[src/rtl/bcd_pkg.sv]
// Shared types and constants for the serial BCD add/subtract datapath.
package bcd_pkg;

    typedef enum logic [1:0] {
        IDLE = 2'd0,
        RUN  = 2'd1,
        DONE = 2'd2
    } state_t;

    typedef logic [3:0] bcd_digit_t;

    localparam bcd_digit_t BCD_MAX  = 4'd9;
    localparam bcd_digit_t BCD_CORR = 4'd6;

endpackage

[src/rtl/bcd_digit_add.sv]
// One-digit BCD add/subtract cell; subtraction uses the nine's complement of b plus carry-in.
module bcd_digit_add
    import bcd_pkg::*;
(
    input  bcd_digit_t a,
    input  bcd_digit_t b,
    input  logic       cin,
    input  logic       sub,
    output bcd_digit_t digit,
    output logic       cout
);

    bcd_digit_t b_eff;
    logic [4:0] s;
    logic [4:0] s_corr;

    always_comb begin
        b_eff  = sub ? 4'(BCD_MAX - b) : b;
        s      = {1'b0, a} + {1'b0, b_eff} + {4'd0, cin};
        s_corr = s + {1'b0, BCD_CORR};
        if (s > {1'b0, BCD_MAX}) begin
            digit = s_corr[3:0];
            cout  = 1'b1;
        end else begin
            digit = s[3:0];
            cout  = 1'b0;
        end
    end

endmodule

[src/rtl/bcd_serial_addsub.sv]
// Digit-serial BCD adder/subtractor: one digit per clock, LSD first, valid/ready on both sides.
//
// state | meaning
// IDLE  | waiting for an operand pair (in_ready=1)
// RUN   | shifting one digit per edge through bcd_digit_add
// DONE  | result held until out_ready (out_valid=1)
module bcd_serial_addsub
    import bcd_pkg::*;
#(
    parameter int DIGITS = 4
) (
    input  logic                  clk,
    input  logic                  rst,
    input  logic                  in_valid,
    output logic                  in_ready,
    input  logic [4*DIGITS-1:0]   a,
    input  logic [4*DIGITS-1:0]   b,
    input  logic                  sub,
    output logic                  out_valid,
    input  logic                  out_ready,
    output logic [4*DIGITS-1:0]   result,
    output logic                  carry,
    output logic                  invalid
);

    localparam int W  = 4 * DIGITS;
    localparam int IW = (DIGITS > 1) ? $clog2(DIGITS) : 1;
    localparam logic [IW-1:0] LAST_IDX = IW'(DIGITS - 1);

    state_t        state;
    logic [W-1:0]  a_sh;
    logic [W-1:0]  b_sh;
    logic [W-1:0]  res_sh;
    logic [W-1:0]  res_next;
    logic          sub_q;
    logic          c_run;
    logic [IW-1:0] idx;
    logic          op_bad;
    bcd_digit_t    dig;
    logic          dig_cout;

    bcd_digit_add u_digit (
        .a     (a_sh[3:0]),
        .b     (b_sh[3:0]),
        .cin   (c_run),
        .sub   (sub_q),
        .digit (dig),
        .cout  (dig_cout)
    );

    always_comb begin
        op_bad = 1'b0;
        for (int i = 0; i < DIGITS; i++) begin
            if (a[4*i +: 4] > BCD_MAX || b[4*i +: 4] > BCD_MAX)
                op_bad = 1'b1;
        end
    end

    // New digit enters at the top so digit 0 ends up in bits [3:0] after DIGITS shifts.
    always_comb begin
        res_next          = res_sh >> 4;
        res_next[W-1 -: 4] = dig;
    end

    always_ff @(posedge clk) begin
        if (rst) begin
            state   <= IDLE;
            a_sh    <= '0;
            b_sh    <= '0;
            res_sh  <= '0;
            sub_q   <= 1'b0;
            c_run   <= 1'b0;
            idx     <= '0;
            carry   <= 1'b0;
            invalid <= 1'b0;
        end else begin
            case (state)
                IDLE: begin
                    if (in_valid) begin
                        a_sh    <= a;
                        b_sh    <= b;
                        sub_q   <= sub;
                        c_run   <= sub;
                        idx     <= '0;
                        invalid <= op_bad;
                        state   <= RUN;
                    end
                end
                RUN: begin
                    a_sh   <= a_sh >> 4;
                    b_sh   <= b_sh >> 4;
                    res_sh <= res_next;
                    c_run  <= dig_cout;
                    idx    <= idx + 1'b1;
                    if (idx == LAST_IDX) begin
                        carry <= dig_cout;
                        state <= DONE;
                    end
                end
                DONE: begin
                    if (out_ready)
                        state <= IDLE;
                end
                default: state <= IDLE;
            endcase
        end
    end

    assign in_ready  = (state == IDLE);
    assign out_valid = (state == DONE);
    assign result    = res_sh;

endmodule

[config.mk]
export PLATFORM = sky130hd
export DESIGN_NAME = bcd_serial_addsub
export DESIGN_NICKNAME = d
export VERILOG_FILES = /design/src/rtl/bcd_pkg.sv /design/src/rtl/bcd_digit_add.sv /design/src/rtl/bcd_serial_addsub.sv
export SDC_FILE = /design/constraint.sdc
export NUM_CORES = 1
export LEC_CHECK = 0
export BUFFER_PORTS_ARGS = -buffer_cell sky130_fd_sc_hd__clkbuf_2
export CELL_PAD_IN_SITES_DETAIL_PLACEMENT = 1
export CELL_PAD_IN_SITES_GLOBAL_PLACEMENT = 1
export CORE_MARGIN = 2
export CORE_UTILIZATION = 39
export DETAILED_ROUTE_END_ITERATION = 8
export PLACE_DENSITY_LB_ADDON = 0.08
export SLEW_MARGIN = 20
export SYNTH_ARGS = -nofsm -noshare
export SYNTH_HDL_FRONTEND = slang
export SYNTH_SLANG_ARGS = --single-unit
[constraint.sdc]
create_clock -name clk -period 2.7 [get_ports clk]
set_input_delay 0.405 -clock clk [delete_from_list [all_inputs] [get_ports clk]]
set_output_delay 0.405 -clock clk [all_outputs]
set_load 0.05 [all_outputs]
Yosys cells after proc, flatten, opt, wreduce, memory -nomap -nowiden
Cells that the tools add are included.
{ "classes": {"order_cmp": 9, "n_eq_ne": 6, "reduce_logical": 10, "mux": 19, "add_sub_neg": 5} }
{ "ops": {"columns": ["operator", "count"], "rows": [
  ["$pmux W16 S2", 2],
  ["$gt A4 B4 Y1 const B", 8],
  ["$mux W16", 2],
  ["$mux W2", 4],
  ["$mux W4", 2],
  ["$mux W1", 6],
  ["$pmux W2 S3", 1],
  ["$reduce_and A2 Y1", 3],
  ["$add A4 B4 Y5", 1],
  ["$add A5 B1 Y5", 1],
  ["$gt A5 B4 Y1 const B", 1],
  ["$add A4 B3 Y4 const B", 1],
  ["$eq A2 B2 Y1 const B", 2],
  ["$logic_or A1 B1 Y1", 4],
  ["$ne A2 B2 Y1 const B", 2],
  ["$pmux W2 S2", 1],
  ["$sub A4 B4 Y4 const A", 1],
  ["$reduce_and A3 Y1", 1],
  ["$add A2 B1 Y2 const B", 1],
  ["$eq A2 B1 Y1 const B", 1],
  ["$logic_not A2 Y1", 1],
  ["$ne A2 B1 Y1 const B", 1],
  ["$pmux W1 S2", 1],
  ["$reduce_bool A2 Y1", 1]
]} }
{ "totals": {"ff_bits": 56, "input_bits": 37, "elab_cells": 58} }

Depth between registers and ports, before layout
{ "logic_depth": {"ltp_word": 7, "depth_mapped": 11, "depth_no_buf": 11} }

Modules after synthesis
From an unflattened synthesis, not the netlist that was laid out.
{ "hier_totals": {"cells_unflattened": 315, "area_unflattened_um2": 2572.5} }
{ "by_module_without_submodules": {"columns": ["module", "area_each_um2", "cells_per_inst", "seq_area_each_um2", "n_inst"], "rows": [
  ["bcd_serial_addsub", 2294.7, 280, 1121.1, 1],
  ["bcd_digit_add", 277.8, 35, 0.0, 1]
]} }

Worst setup path after synthesis
OpenSTA, ideal clock, no wires.
{ "synth_path": {"path_kind": "reg-to-reg", "from": "register b_sh[1]", "to": "register res_sh[14], in the netlist result[14]", "stages_incl_launch_ff": 12, "arrival_ns": 2.367, "setup_ns": 0.122, "synth_period_minus_slack_ns": 2.489, "slack_ns": 0.211, "cell_sequence": "dfxtp_1 inv_1 ha_1 nand2_1 o21ai_0 ha_1 xnor2_1 ha_1 a22o_1 o31ai_4 nor4_1 a221o_2"} }
{ "synth_between": {"elab_chain_cells": 6} }
{ "synth_rtl": {"columns": ["item", "line_no", "rtl"], "rows": [
  ["from (decl)", "bcd_serial_addsub.sv:32", "logic [W-1:0] b_sh;"],
  ["from (signal assigned)", "bcd_serial_addsub.sv:91", "b_sh <= b_sh >> 4;"],
  ["$sub A4 B4 Y4", "bcd_digit_add.sv:18", "b_eff = sub ? 4'(BCD_MAX - b) : b;"],
  ["$mux W4 (*)", "bcd_digit_add.sv:18", null],
  ["$add A4 B4 Y5 (*)", "bcd_digit_add.sv:19", "s = {1'b0, a} + {1'b0, b_eff} + {4'd0, cin};"],
  ["$add A5 B1 Y5 (*)", "bcd_digit_add.sv:19", null],
  ["$add A4 B3 Y4 or $gt A5 B4 Y1 (tied branches)", "bcd_digit_add.sv:20, bcd_digit_add.sv:21", null],
  ["$mux W4 (*)", "bcd_digit_add.sv:21", "if (s > {1'b0, BCD_MAX}) begin"],
  ["to (signal assigned)", "bcd_serial_addsub.sv:92", "res_sh <= res_next;"],
  ["to (decl)", "bcd_serial_addsub.sv:33", "logic [W-1:0] res_sh;"]
]} }
Mark *: on every way between the ends. The rest lies on a longest branch, timed or not.
A chain may end at the register's enable or synchronous reset.

Final worst setup path
{ "layout_path": {"from": "register b_sh[0]", "to": "register res_sh[14], in the netlist result[14]"} }
Same word-level chain as after synthesis.

==> impl_metrics.csv <==
group,metric,value,unit
clocking,clk-insertion-delay-late,0.31,ns
clocking,clk_slew_on_worst_s_h_paths,0.10,ns
critical_path,required_time_worst_endpoint,2.91,ns
layout,diodes,0,
timing,setup_viol_count_final,0,
clocking,cts_num_sinks,56,
critical_path,crit_path_end_kind,"register",
synth,netlist_instances,319,
power_and_ir_drop,total_power_per_unit_cell_area,662,mW/mm2
clocking,cts_tree,"built",
critical_path,worstPathCellList,"xnor2_2 > fa_2 > inv_2 > fa_2 > inv_2 > ha_4 > a22o_4 > o31ai_4 > nor4_1 > a221o_2",
grt,overall_fraction_of_global_route_tracks_in_use,19.8,%
power_and_ir_drop,total_power,2.05,mW
power_and_ir_drop,ir_worst_vdd,0.000255,V
grt,first_global_vias,2391,
floorplan,fp.dieArea,0.00709,mm2
floorplan,die_w,84.2,um
clocking,root_buffer,"sky130_fd_sc_hd__clkbuf_8",
placed_design,place.gp.congestion,0.779,
synth,synth_sequential_area_ratio,44.7,%
timing,final_hold_viol_count,0,
timing,min_tclk_post_route,2.64,ns
clocking,clock_path_buffers,2,
synth,synth.distinct_cells,32,
synth,ys_dominant_reg_cell,"sky130_fd_sc_hd__dfxtp_1",
detailed_routing,totalWireLength,6880,um
timing,fmaxAchievable,379,MHz
synth,synth-edff-count,0,
clocking,htree_num_levels,2,
timing,fin_worst_skew,0.00281,ns
synth,synth_area,0.00251,mm2
floorplan,fp.coreArea,0.00628,mm2
outcome,run_status,"finished, final reports clean",
layout,finish.utilization,49.4,%
clocking,cts_inserted_buffers,5,
floorplan,floorplan.io_pins,57,
detailed_routing,drt_pass1_iterations,4,
power_and_ir_drop,power.static_leakage,1.28,nW
detailed_routing,ant_nets,0,
timing,final_max_slew_viol_count,0,
synth,synth-warning-count,0,
placed_design,numPortBuffers,56,
detailed_routing,route.detailed.drc,0,
detailed_routing,routedWlPerCell,15.1,um
layout,layout-area-overhead-vs-synth,23.6,%
hold_path,min_path_type,"primary input to register",
grt,grt_start_max_net_pins,37,
timing,post-route-period-util,97.7,%
detailed_routing,detailedRoute.firstIterationViolations,80,
detailed_routing,routed_via_density,5.35,
synth,postSynth.asyncResetShare,0,%
floorplan,fp-row-count,29,
synth,post_synth.cell_area_avg,7.86,um2
layout,nets,421,
critical_path,cp_slowest_cell,"sky130_fd_sc_hd__fa_2",
grt,grt_antenna_before_repair,0,
grt,grt_overflow_total,0,
synth,synthesis.nets,364,
critical_path,crit_path_start_kind,"register",
layout,share_of_layout_cells_above_drive_strength_1,26.5,%
clocking,hold_buffers,0,
placed_design,dp_hpwl,4650,um
floorplan,die_y,84.2,um
critical_path,max_stage_delay,0.54,ns
critical_path,critical_path_peak_fanout,5,
timing,final.setup.tns,0,ns
floorplan,start_util,40.0,%
timing,relSlewSlack,46.0,%
critical_path,worst-setup-path-type,"register to register",
synth,ys_seq_elements,56,
detailed_routing,vias,2429,
critical_path,arrival,2.85,ns
run,maxCapViolations,0,
grt,grt_pass1_wl,11400,um
timing,worst-slew-pin-transition,0.808,ns
==> per-stage QoR <==
step / setup WS (ns) / hold slack, ns / area [um2] / std cells
floorplan: 0.211 / 0.448 / 2510 / 319
global placement: 0.110 / 0.443 / 2860 / 438
detailed placement: -0.0350 / 0.450 / 2860 / 438
finish: 0.0627 / 0.309 / 3100 / 454
CTS: -0.00199 / 0.305 / 3040 / 451
global route: -0.0397 / 0.312 / 3100 / 454
==> power by group <==
part	switching, mW	internal, mW	total (mW)
combinational	0.325	0.243	0.568
clock	0.281	0.276	0.557
sequential	0.0394	0.889	0.928
==> worst paths after layout <==
kind,start,endpoint,slack [ns],depth (start not counted)
setup reg to reg,b_sh[0]$_SDFFE_PP0P_,result[14]$_SDFFE_PP0P_,0.06,10
setup / recovery,b_sh[0]$_SDFFE_PP0P_,result[14]$_SDFFE_PP0P_,0.06,10
hold / removal,a[12],a_sh[12]$_SDFFE_PP0P_,0.31,3
hold reg to reg,result[0]$_SDFFE_PP0P_,result[0]$_SDFFE_PP0P_,0.46,2
==> Yosys cell counts, drive strengths merged (3+ instances only) <==
master,count,area share [%]
a311oi,24,8.4
inv,6,0.90
nand2,91,14
nor2,36,5.4
xnor2,4,1.4
nand2b,3,0.75
nand3,9,1.8
ha,6,3.0
dfxtp,56,45
a21oi,28,5.6
clkbuf,12,1.8
o21ai,10,2.0
buf,11,1.9
==> layout make-up <==
cell class | count | area [um2]
Fill cell | 809 | 3180
Multi-Input combinational cell | 234 | 1340
Sequential cell | 56 | 1120
Timing Repair Buffer | 73 | 412
Tap cell | 77 | 96.3
Clock buffer | 6 | 72.6
Clock inverter | 2 | 35.0
Inverter | 6 | 22.5
==> cells in the final DEF (no fill, tap or decap), types with 4 or more instances in the layout <==
cell | Yosys | layout
sky130_fd_sc_hd__a21oi_1 | 28 | 26
sky130_fd_sc_hd__clkbuf_8 | 0 | 5
sky130_fd_sc_hd__ha_1 | 6 | 4
sky130_fd_sc_hd__nor2_1 | 36 | 36
sky130_fd_sc_hd__nand3_1 | 9 | 9
sky130_fd_sc_hd__o21ai_0 | 10 | 10
sky130_fd_sc_hd__inv_1 | 6 | 4
sky130_fd_sc_hd__dfxtp_1 | 56 | 54
sky130_fd_sc_hd__nand2_1 | 91 | 91
sky130_fd_sc_hd__buf_4 | 0 | 16
sky130_fd_sc_hd__a311oi_1 | 24 | 24
sky130_fd_sc_hd__clkbuf_2 | 0 | 56
==> per-layer routing <==
layer	global-route usage [%]	share of wire [%]	vias up	wire length, um
met5	0	0	-	0
met4	6.30	2.4	0	166
met3	3.74	3.6	13	251
met2	36.0	51	51	3510
met1	23.5	43	1162	2950
li1	-	-	1203	-
==> what timing repair did <==
action / 4_1_cts / 5_1_grt
setup endpoints to repair: 2 / 5
setup buffers: 5 / 3
cloned: 0 / 0
pin swaps: 8 / 9
gates resized for setup: 9 / 8
endpoints found under the hold margin: 0 / 0
==> cells by family after synthesis <==
kind of cell / Yosys count / synth area share (%)
DFF: 56 / 44.7
xor gates and xnor gates: 4 / 1.40
adders and majority gates: 8 / 4.59
AOI/OAI and AO/OA: 73 / 20.6
and+or+nand+nor: 149 / 24.1
buffers and inverters: 29 / 4.59
==> registers in the layout (all words and copies together) (netlist names) <==
| name | cells |
|---|---|
| invalid | 1 |
| a_sh | 16 |
| sub_q | 1 |
| result | 16 |
| c_run | 1 |
| b_sh | 16 |
| idx | 2 |
| carry | 1 |
| state | 2 |
==> critical path: cells and delay by family, from the launching register on <==
| family | cells | cell delay [ns] |
|---|---|---|
| buffers and inverters | 2 | 0.11 |
| DFF | 1 | 0.35 |
| AOI/OAI and AO/OA | 3 | 0.85 |
| adders and majority gates | 3 | 0.95 |
| and+or+nand+nor | 1 | 0.08 |
| xor gates and xnor gates | 1 | 0.19 |
Note: power is estimated with default switching activity, not from simulation.
